===== config.mk =====
export PLATFORM = sky130hd
export DESIGN_NAME = dmem_port_arbiter
export DESIGN_NICKNAME = d
export VERILOG_FILES = /design/src/rtl/dmem_port_arbiter.sv
export SDC_FILE = /design/constraint.sdc
export NUM_CORES = 1
export LEC_CHECK = 0
export CORE_AREA = 2 2 116 118
export DETAILED_ROUTE_END_ITERATION = 10
export DIE_AREA = 0 0 118 120
export HOLD_SLACK_MARGIN = 0.06
export PLACE_DENSITY = 0.73
export SYNTH_ARGS = -nofsm -noshare
export SYNTH_HDL_FRONTEND = slang
export SYNTH_SLANG_ARGS = --single-unit

===== constraint.sdc =====
create_clock -name clk_i -period 3.46 [get_ports clk_i]
set_input_delay 0.519 -clock clk_i [delete_from_list [all_inputs] [get_ports clk_i]]
set_output_delay 0.519 -clock clk_i [all_outputs]
set_load 0.005 [all_outputs]

===== src/rtl/dmem_port_arbiter.sv =====
// Shares the single-port data memory between the pipeline MEM stage (core) and the
// preload/debug loader. Grants are combinational; responses are registered one cycle later.
module dmem_port_arbiter #(
    parameter int DEPTH        = 1024,
    parameter int STARVE_LIMIT = 4
) (
    input  logic        clk_i,
    input  logic        rst_i,

    input  logic        core_req_i,
    input  logic        core_we_i,
    input  logic [31:0] core_addr_i,
    input  logic [31:0] core_wdata_i,
    output logic        core_gnt_o,
    output logic        core_rvalid_o,
    output logic [31:0] core_rdata_o,
    output logic        core_err_o,

    input  logic        ld_req_i,
    input  logic        ld_we_i,
    input  logic [31:0] ld_addr_i,
    input  logic [31:0] ld_wdata_i,
    input  logic        ld_lock_i,
    output logic        ld_gnt_o,
    output logic        ld_rvalid_o,
    output logic [31:0] ld_rdata_o,
    output logic        ld_err_o,

    output logic        mem_write_o,
    output logic        mem_read_o,
    output logic [31:0] mem_addr_o,
    output logic [31:0] mem_wdata_o,
    input  logic [31:0] mem_rdata_i
);

    // Handshake: a request is accepted in the cycle where req and gnt are both high;
    // the response (rvalid pulse) follows exactly one cycle later and cannot be stalled.

    localparam int              CW         = $clog2(STARVE_LIMIT + 1);
    localparam logic [CW-1:0]   STARVE_MAX = CW'(STARVE_LIMIT);
    localparam logic [29:0]     DEPTH_W    = 30'(DEPTH);

    typedef enum logic {ARB, LOCKED} state_t;

    state_t        state;
    logic [CW-1:0] starve_cnt;

    logic          core_sel;
    logic          ld_sel;
    logic          acc_we;
    logic [31:0]   acc_addr;
    logic [31:0]   acc_wdata;
    logic          acc_err;
    logic [31:0]   rd_data;

    function automatic logic addr_err(input logic [31:0] a);
        return (a[1:0] != 2'b00) || (a[31:2] >= DEPTH_W);
    endfunction

    always_comb begin
        core_sel = 1'b0;
        ld_sel   = 1'b0;
        if (!rst_i) begin
            if (state == LOCKED) begin
                ld_sel = ld_req_i;
            end else if (ld_req_i && (starve_cnt == STARVE_MAX)) begin
                ld_sel = 1'b1;
            end else if (core_req_i) begin
                core_sel = 1'b1;
            end else if (ld_req_i) begin
                ld_sel = 1'b1;
            end
        end
    end

    // Winning access; all fields stay zero when nobody is granted so idle outputs are 0.
    always_comb begin
        acc_we    = 1'b0;
        acc_addr  = 32'h0;
        acc_wdata = 32'h0;
        if (core_sel) begin
            acc_we    = core_we_i;
            acc_addr  = core_addr_i;
            acc_wdata = core_wdata_i;
        end else if (ld_sel) begin
            acc_we    = ld_we_i;
            acc_addr  = ld_addr_i;
            acc_wdata = ld_wdata_i;
        end
    end

    assign acc_err     = (core_sel || ld_sel) && addr_err(acc_addr);
    assign core_gnt_o  = core_sel;
    assign ld_gnt_o    = ld_sel;
    assign mem_write_o = (core_sel || ld_sel) && acc_we && !acc_err;
    assign mem_read_o  = (core_sel || ld_sel) && !acc_we && !acc_err;
    assign mem_addr_o  = {2'b00, acc_addr[31:2]};
    assign mem_wdata_o = acc_wdata;
    assign rd_data     = mem_read_o ? mem_rdata_i : 32'h0;

    always_ff @(posedge clk_i) begin
        if (rst_i) begin
            state         <= ARB;
            starve_cnt    <= '0;
            core_rvalid_o <= 1'b0;
            core_rdata_o  <= 32'h0;
            core_err_o    <= 1'b0;
            ld_rvalid_o   <= 1'b0;
            ld_rdata_o    <= 32'h0;
            ld_err_o      <= 1'b0;
        end else begin
            case (state)
                ARB:     if (ld_sel && ld_lock_i) state <= LOCKED;
                LOCKED:  if (!ld_lock_i) state <= ARB;
                default: state <= ARB;
            endcase

            if (!ld_req_i || ld_sel) begin
                starve_cnt <= '0;
            end else if (starve_cnt != STARVE_MAX) begin
                starve_cnt <= starve_cnt + CW'(1);
            end

            core_rvalid_o <= core_sel;
            core_err_o    <= core_sel && acc_err;
            core_rdata_o  <= core_sel ? rd_data : 32'h0;
            ld_rvalid_o   <= ld_sel;
            ld_err_o      <= ld_sel && acc_err;
            ld_rdata_o    <= ld_sel ? rd_data : 32'h0;
        end
    end

endmodule


==> reports/qor.txt <==
Nets -> 739
CTS tree -> yes
initial DRC count -> 277
number of diodes -> 0
Slew HR -> 65.7%
Netlist cell types -> 37
drt drc -> 0
num ports -> 303
Crit Path Category -> input port to output pin
actual slew at the worst max-slew pin -> 515 ps
Yosys top cell area share -> 47.4%
PnR Total Power -> 0.00219 W
placed insts -> 735
initial antenna violation count -> 0
Adder-Cell Fraction of Synth Area -> 0.823%
simple-gate share of the synthesized area -> 24.5%
HP Class -> register to register
RSZ-0062 raised after global routing -> false
Slew Limit Fails -> 0
syn avg cell area -> 10.8 um2
first-pass GRT wire length -> 19500 um
Core Area -> 13000 um2
top cells by count, synth -> dfxtp_1 (72), a22o_1 (62), and4_1 (58)
die area -> 14200 um2
Die Y -> 120 um
TritonCTS buffer count -> 9
hold_buf cts -> 0
Post-DP Area -> 6240 um2
Post-Layout Cell Count -> 750
Min-Delay Path Depth -> 1
Compound-Gate Fraction of Synth Area -> 20.2%
VDD IR max -> 0.181 mV
min Tclk post-route -> 3230 ps
Clock Skew -> 6.72 ps
synth warn -> 0
Post-Route WL -> 13200 um
Global Route Usage Sum -> 17.8%
sequential area share after synthesis -> 47.4%
Core Rows -> 42
Max Fclk -> 310 MHz
cell area power density -> 336 nW/um2
Endpoint, Worst Hold -> starve_cnt[0]
Port-buffer cells -> 300
max-cap violations -> 0
Final Setup Violations -> 0
layout cell share with drive strength beyond 1 -> 7.32%
reg2reg end -> core_rdata_o[5]
RePlAce Congestion -> 0.892
Reg2Reg Setup Slack -> 1130 ps
Final Util -> 50.1%
HP Start -> starve_cnt[0]
crit start category -> input port
main combinational cell family by area after synthesis -> simple AND/OR/NAND/NOR gates
Async S/R FF share, synth -> 0%
post-route ant nets -> 0
top-count cell post-synth -> dfxtp_1
Final Hold Fails -> 0
CTS resizes -> 0
RR Startpoint -> starve_cnt[0]
Register-to-Register Path Depth -> 10
Worst Path Arrival -> 2710 ps
Wirelength per Cell -> 17.7 um
clock sinks -> 72
Max Buffers Root-to-Sink -> 2
# Post-CTS Setup Buffers -> 0
detailed placement HPWL -> 10800 um
First-pass DRT Iterations -> 4
Synth Instances -> 281
Post-Syn Area -> 3040 um2
DIE WIDTH -> 118 um
top post-synthesis cells by area -> dfxtp_1 (47%), a22o_1 (18%), and4_1 (17%)
global route overflow -> 0
pin count of the biggest net entering global routing -> 67
worst path required time -> 2940 ps
count of state elements after synthesis -> 72
fin crit share -> 93.2%
CP Capture Type -> output pin
xor/xnor share of the synthesized area -> 0.288%
Layout area overhead -> 114%
clk slew on worst S/H paths -> 50 ps
Yosys top cell by area -> dfxtp_1
Top FF cell, synth -> dfxtp_1
Vias per Instance -> 4.76
multiplexer share of the synthesized area -> 0%
setup TNS -> 0 ps
crit-path max FO -> 3
Clock H-tree levels -> 3
Starting Density -> 23.4%
outcome -> finished clean
Final Instance Area -> 6500 um2
total number of vias -> 3571
Post-synth EDFFs -> 0
CTS root buf -> clkbuf_16
Leak -> 2.48 nW
Worst-Skew Late Latency -> 330 ps
via count of the first global-routing pass -> 3526
state kept, by name, indices dropped and copies added, names as in the netlist:
| name | count |
|---|---|
| core_rdata_o | 32 |
| ld_rdata_o | 32 |
| starve_cnt | 3 |
| core_err_o | 1 |
| core_rvalid_o | 1 |
| ld_err_o | 1 |
| ld_rvalid_o | 1 |
| state | 1 |
stage by stage:
step / hold WS [ps] / setup WS, ps
after floorplan: 417 / 1030
after global placement: 430 / 172
after detailed placement: 446 / 205
after CTS: 454 / 204
after global routing: 481 / 78.2
final: 466 / 234
cells in the final DEF (no fill, tap or decap), types with 2 or more instances in the layout:
cell and count:
ha_1 2, nor4_1 7, a22o_1 62, nand2_1 2, clkinv_2 3, and4_2 6, a21oi_1 3, nor3_1 3
nor2_1 4, clkdlybuf4s50_1 300, clkinvlp_4 3, conb_1 2, inv_2 2, buf_12 4, clkbuf_16 9, o22ai_1 2
and4_1 58, inv_1 5, buf_4 8, and3_1 2, dfxtp_1 72
cell families (layout without fill, tap and decap cells):
group           count (synthesis)  count (layout)
compound gates                 72              72
xor+xnor                        1               1
fa+ha+maj                       2               2
buf+inv                        42             334
flops                          72              72
other cells                     1               2
simple gates                   91              91
final cells by class:
type / instances / area (um2)
Inverter: 7 / 26.3
Tap cell: 176 / 220
Sequential cell: 72 / 1440
Clock inverter: 6 / 37.5
Multi-Input combinational cell: 168 / 1410
Fill cell: 1167 / 6480
Timing Repair Buffer: 312 / 3140
Clock buffer: 9 / 225
power breakdown:
group / switching [W] / internal (W) / leakage [nW]
Sequential: 0.00000519 / 0.000848 / 0.583
Clock: 0.000335 / 0.000476 / 0.123
Combinational: 0.000184 / 0.000338 / 1.77
how the worst max path moves through the flow:
stage                    startpoint          end  slack (ps)  cells after the start
global route        core_addr_i[19]   mem_read_o          80                      7
global placement    core_addr_i[19]   mem_read_o         170                      7
detailed placement  core_addr_i[19]   mem_read_o         200                      7
floorplan           core_addr_i[19]  mem_write_o        1030                      6
finish              core_addr_i[19]   mem_read_o         230                      7
CTS                 core_addr_i[19]   mem_read_o         200                      7
routing by layer:
layer	vias up	global-route usage, %	routed length [um]
met4	0	7.15	261
li1	1683	-	-
met3	18	5.04	1100
met1	1691	20.9	5310
met5	-	0	0
met2	179	30.5	6580
critical path, stage by stage:
cell	delay (ps)
clkdlybuf4s50_1	430
or4_4	540
nor4_2	160
o22ai_1	160
nor3_4	200
and4b_1	200
clkdlybuf4s50_1	500
No activity file was read; power rests on OpenSTA's default activity.
